File: config.mk
export PLATFORM = sky130hd
export DESIGN_NAME = pipe_shifter
export DESIGN_NICKNAME = d
export VERILOG_FILES = /design/src/rtl/pipe_shifter.sv
export SDC_FILE = /design/constraint.sdc
export NUM_CORES = 1
export LEC_CHECK = 0
export ABC_AREA = 1
export CELL_PAD_IN_SITES_DETAIL_PLACEMENT = 1
export CELL_PAD_IN_SITES_GLOBAL_PLACEMENT = 1
export CORE_ASPECT_RATIO = 1.1
export CORE_MARGIN = 10
export CORE_UTILIZATION = 38
export DETAILED_ROUTE_END_ITERATION = 7
export MAX_ROUTING_LAYER = met4
export PLACE_DENSITY = 0.92
export SETUP_SLACK_MARGIN = 0.3
export SLEW_MARGIN = 30
export SYNTH_ARGS = -nofsm -noshare
export SYNTH_HDL_FRONTEND = slang
export SYNTH_SLANG_ARGS = --single-unit
export TNS_END_PERCENT = 1
File: constraint.sdc
create_clock -name clk -period 2.15 [get_ports clk]
set_clock_uncertainty 0.15 [all_clocks]
set_input_delay 0.43 -clock clk [delete_from_list [all_inputs] [get_ports clk]]
set_output_delay 0.43 -clock clk [all_outputs]
set_load 0.01 [all_outputs]
File: src/rtl/pipe_shifter.sv
// pipe_shifter: 2-stage valid/ready barrel shifter (SLL/SRL/SRA/ROR); define PIPE_SHIFTER_ROTATE_EN for rotate, otherwise opcode 11 acts as SRL
module pipe_shifter #(
  parameter int WIDTH = 8,
  localparam int SW = $clog2(WIDTH) + 1
) (
  input  logic             clk,
  input  logic             reset,
  input  logic             in_valid,
  output logic             in_ready,
  input  logic [WIDTH-1:0] operand,
  input  logic [SW-1:0]    shamt,
  input  logic [1:0]       opcode,
  output logic             out_valid,
  input  logic             out_ready,
  output logic [WIDTH-1:0] result,
  output logic             zero
);
  logic             s1_valid;
  logic [WIDTH-1:0] s1_data;
  logic [1:0]       s1_op;
  logic [1:0]       s1_fine;
  logic [SW-1:0]    c_amt;
  logic [WIDTH-1:0] c_sra;
  logic [WIDTH-1:0] c_data;
  logic [WIDTH-1:0] f_sra;
  logic [WIDTH-1:0] f_data;
  logic             s2_en;
`ifdef PIPE_SHIFTER_ROTATE_EN
  function automatic logic [WIDTH-1:0] rot(input logic [WIDTH-1:0] x, input logic [SW-2:0] r);
    logic [2*WIDTH-1:0] t;
    t = {x, x} >> r;
    return t[WIDTH-1:0];
  endfunction
`endif
  assign s2_en    = !out_valid || out_ready;
  assign in_ready = !s1_valid || s2_en;
  assign c_amt    = {shamt[SW-1:2], 2'b00};
  assign c_sra    = $signed(operand) >>> c_amt;
  assign f_sra    = $signed(s1_data) >>> s1_fine;
  // coarse shift by a multiple of four; rotate amounts wrap modulo WIDTH
  always_comb begin
    c_data = opcode == 2'b00 ? operand << c_amt : opcode == 2'b10 ? c_sra : operand >> c_amt;
`ifdef PIPE_SHIFTER_ROTATE_EN
    c_data = opcode == 2'b11 ? rot(operand, c_amt[SW-2:0]) : c_data;
`endif
  end
  // fine shift by the low two bits of the amount
  always_comb begin
    f_data = s1_op == 2'b00 ? s1_data << s1_fine : s1_op == 2'b10 ? f_sra : s1_data >> s1_fine;
`ifdef PIPE_SHIFTER_ROTATE_EN
    f_data = s1_op == 2'b11 ? rot(s1_data, (SW-1)'(s1_fine)) : f_data;
`endif
  end
  // stage 1 loads whenever it is empty or stage 2 can take its contents
  always_ff @(posedge clk or posedge reset)
    if (reset) begin
      s1_valid <= 1'b0;
      s1_data  <= '0;
      s1_op    <= '0;
      s1_fine  <= '0;
    end else if (in_ready) begin
      s1_valid <= in_valid;
      s1_data  <= c_data;
      s1_op    <= opcode;
      s1_fine  <= shamt[1:0];
    end
  // stage 2 holds the visible result while the consumer stalls
  always_ff @(posedge clk or posedge reset)
    if (reset) begin
      out_valid <= 1'b0;
      result    <= '0;
      zero      <= 1'b0;
    end else if (s2_en) begin
      out_valid <= s1_valid;
      if (s1_valid) begin
        result <= f_data;
        zero   <= f_data == '0;
      end
    end
endmodule
# Word-level counts from Yosys, hierarchy flattened
# Index checks and enable logic that the tools add are counted.
# word_totals
register_bits	23
inputBits	18
output_inout_bits	11
elab_cells	27
# op_classes
n_eq_ne	2
shift	6
muxes	4
n_reduce_logical	8
# op_table
operator	n
two-way mux 8 bit	4
zero test 8 bit	1
left shift 8 x 2 -> 8 bit	1
left shift 8 x 4 -> 8 bit	1
>> shifter 8 x 2 -> 8 bit	1
>> shifter 8 x 4 -> 8 bit	1
>>> shifter 8 x 2 -> 8 bit	1
>>> shifter 8 x 4 -> 8 bit	1
== test 2 bit, second input constant	2
zero test 2 bit	2
zero test 1 bit	2
logical OR 1 bit	2
AND reduction 2 bit	1

# Longest topological paths before layout
# depth
ltp_word	4
depth_mapped	10
depth_no_buf	10

# Least setup slack after synthesis
# OpenSTA, ideal clock, no wires.
# synth_path
path_kind	in2out
start	input out_ready
end	output in_ready
arrival_ns	1.012
t_required_ns	1.570
slack_ns	0.558
path_stages	5
n_path_buf	1
cell_sequence	inv_1 nand2_1 nor2_2 inv_1 buf_2
# synth_via
elab_chain_cells	2
# synth_lines
item	line	source
start, declared	14	input logic out_ready,
logical OR 1 bit	35	assign s2_en = !out_valid || out_ready;
logical OR 1 bit	36	assign in_ready = !s1_valid || s2_en;
end, declared	9	output logic in_ready,
# Every way passes these cells.

# Final worst setup path
# layout_path
start	register out_valid
end	output out_valid
# layout_lines
item	line	source
start, declared	13	output logic out_valid,
start signal, assigned	74	out_valid <= s1_valid;
# No word-level cell between the ends.

==> impl_metrics.py <==
metrics = {
    "run": {
        "max_cap_viol_count": 0,
    },
    "floorplanning": {
        "row_count": 23,
        "die_h_um": 84.1,
        "die_w_um": 78.3,
        "coreArea_um2": 3630,
        "dieArea_um2": 6580,
        "start_util_pct": 39.1,
        "num_io_pins": 29,
    },
    "critical_path": {
        "startpoint_type": "flip-flop",
        "regToRegEndpoint": "zero",
        "crit_arrival_ps": 1210,
        "crit_family": "buffers and inverters",
        "cpMaxStageDelayCell": "clkdlybuf4s50_1",
        "crit_chain": "clkdlybuf4s50_1",
        "endpoint_kind": "output pin",
        "crit_buf_inv": 1,
        "max_stage_delay_ps": 560,
        "path_class": "flip-flop to output pin",
        "reg2regPathDepth": 10,
        "r2r-start": "s1_fine[0]",
        "rrSetupSlack_ps": 560,
        "cp.required_ps": 1570,
        "worstPathMaxFanout": 3,
    },
    "placed_design": {
        "routabilityCongestion": 0.890,
        "numPortBuffers": 28,
        "dpl_cell_area_um2": 1770,
        "dp_cells": 293,
        "post-dp-hpwl_um": 3150,
    },
    "synthesis": {
        "yosys_register_bits": 23,
        "synth_area_leader_cell": "dfrtp_1",
        "ys_seq_area_share_pct": 40.6,
        "synthTopCellsByArea": "dfrtp_1 41%, nand2_1 21%, o21ai_0 8.1%",
        "synth-edff-count": 0,
        "synth.top_cell.area_share_pct": 40.6,
        "synth_ff_type": "dfrtp_1",
        "synth_area_um2": 1420,
        "synthCells": 216,
        "synthArstFlopShare_pct": 100,
        "ys_warn_count": 0,
        "synth_area_per_cell_um2": 6.57,
        "mappedNetlistNets": 234,
        "synth_cell_types": 20,
    },
    "min_path": {
        "min_path_type": "flip-flop to flip-flop",
        "min_from": "zero",
        "whs_endpoint": "zero",
        "hold_path_depth": 2,
    },
    "final_layout": {
        "layout-drive-gt1-share_pct": 9.31,
        "nets": 266,
        "instances_no_fill": 297,
        "fin_area_um2": 1820,
        "antenna_cells": 0,
        "area_delta_synth_final_pct": 28.6,
    },
    "route": {
        "num_vias": 1488,
        "drc": 0,
        "wl_um": 3840,
        "drtAntennaViolNets": 0,
        "wire_per_inst_um": 12.9,
        "drtIter0Drc": 43,
        "dr.pass1.iters": 3,
        "via_per_inst": 5.01,
    },
    "power": {
        "irDropWorstVdd_uv": 209,
        "powerDensity_nw_per_um2": 716,
        "power_leakage_nw": 0.913,
    },
    "clock_network": {
        "cts_buffer_depth": 2,
        "clk_latency_ps": 270,
        "clkSinkCount": 23,
        "clkSlewWorstSetupHoldPaths_ps": 80,
        "cts_htree_levels": 1,
        "cts_inserted_buffers": 3,
        "cts_hold_buf": 0,
        "cts_root_buf": "clkbuf_8",
        "tritoncts": "built",
    },
    "sta": {
        "fmax_ghz": 0.559,
        "worst_slew_pin_slew_ps": 453,
        "hold_viol": 0,
        "fin_crit_ps": 1790,
        "drv_slew": 0,
        "relSlewSlack_pct": 69.7,
        "setup_viol_count_final": 0,
        "rsz0062_at_grt": "no",
        "fin_crit_sh_pct": 83.2,
        "fin_setup_tns_ps": 0,
    },
    "grt": {
        "antenna_found_initial": 0,
        "grt_usage_pct": 12.2,
        "grt-ovfl-total": 0,
        "grt_pass1_vias": 1549,
        "grt_pass1_wl_um": 6620,
        "grt_max_degree": 24,
    },
    "run_status": {
        "status": "finished clean",
    },
}
==> state kept, by name, summed over array words and instances, names as in the netlist <==
name	flops
s1_valid	1
out_valid	1
result	8
zero	1
s1_data	8
s1_fine	2
s1_op	2
==> worst max path at each step <==
stage / startpoint / end / slack, ps / cells past startpoint
finish: out_valid / out_valid / 360 / 1
CTS: out_valid / out_valid / 350 / 1
global placement: out_ready / in_ready / -140 / 6
detailed placement: out_ready / in_ready / -140 / 6
floorplan: out_ready / in_ready / 560 / 5
global route: out_valid / out_valid / 310 / 1
==> Yosys cell counts, types with 2 or more instances <==
cell type,count
a31oi_1,2
a22oi_1,2
buf_2,3
nor2_2,3
nand3_1,17
clkbuf_1,2
inv_1,20
o21ai_0,23
dfrtp_1,23
nand2_1,80
nor2_1,20
a21oi_1,8
inv_2,3
o211ai_1,4
==> cells in the final DEF (no fill, tap or decap) <==
master           Yosys  routed
buf_4                1       5
o211ai_1             4       4
o21ai_1              1       1
or2_2                1       1
nand2_2              1       2
nor2_4               0       1
buf_6                0       1
nand4_1              1       1
a21oi_1              8       8
o21ai_0             23      23
nor2_2               3       2
a31oi_1              2       2
clkbuf_8             0       3
dfrtp_2              0       2
nand3_1             17      17
clkdlybuf4s50_1      0      26
a22oi_1              2       2
nand2_1             80      79
dfrtp_1             23      21
nand2_4              1       1
nor2_1              20      20
dlygate4sd2_1        0       1
clkbuf_1             2       1
inv_2                3       5
inv_1               20      18
==> per-layer routing <==
layer | routed length, um | track usage (%)
met5 | 0 | -
met4 | 91 | 5.55
met3 | 140 | 1.94
met2 | 2000 | 21.6
met1 | 1610 | 12.8
==> logic make-up after synthesis <==
group                  share of synthesized area [%]
AO/OA/AOI/OAI                                   15.3
AND/OR/NAND/NOR                                 35.9
buffers and inverters                           8.20
flip-flops                                      40.6
==> where the power goes <==
group	internal [mW]	total, mW	switching (mW)
combinational	0.209	0.463	0.254
sequential	0.506	0.567	0.0610
clock	0.133	0.277	0.144
total	0.848	1.31	0.459
==> stage by stage <==
stage	hold WS (ps)	utilization (%)	power (mW)	setup WS, ps
after floorplan	282	-	0.832	558
final	333	50.3	1.31	362
after global routing	371	50.3	1.42	312
after detailed placement	317	48.8	1.04	-137
after CTS	338	50.2	1.32	350
after global placement	304	48.8	1.02	-141
==> repair_timing <==
action | CTS | global route
setup buffers | 0 | 0
hold endpoints to repair | 0 | 0
endpoints found under the setup margin | 1 | 1
pin swaps | 1 | 0
resized for setup | 10 | 2
==> cell type report <==
cell class                 count  area [um2]
multi-input combinational    164         734
fill                         510        1800
sequential                    23         578
clock buffer                   4        45.0
timing repair buffer          33         318
tap                           50        62.6
inverter                      23        86.3
Power figures use the tool's default switching activity.
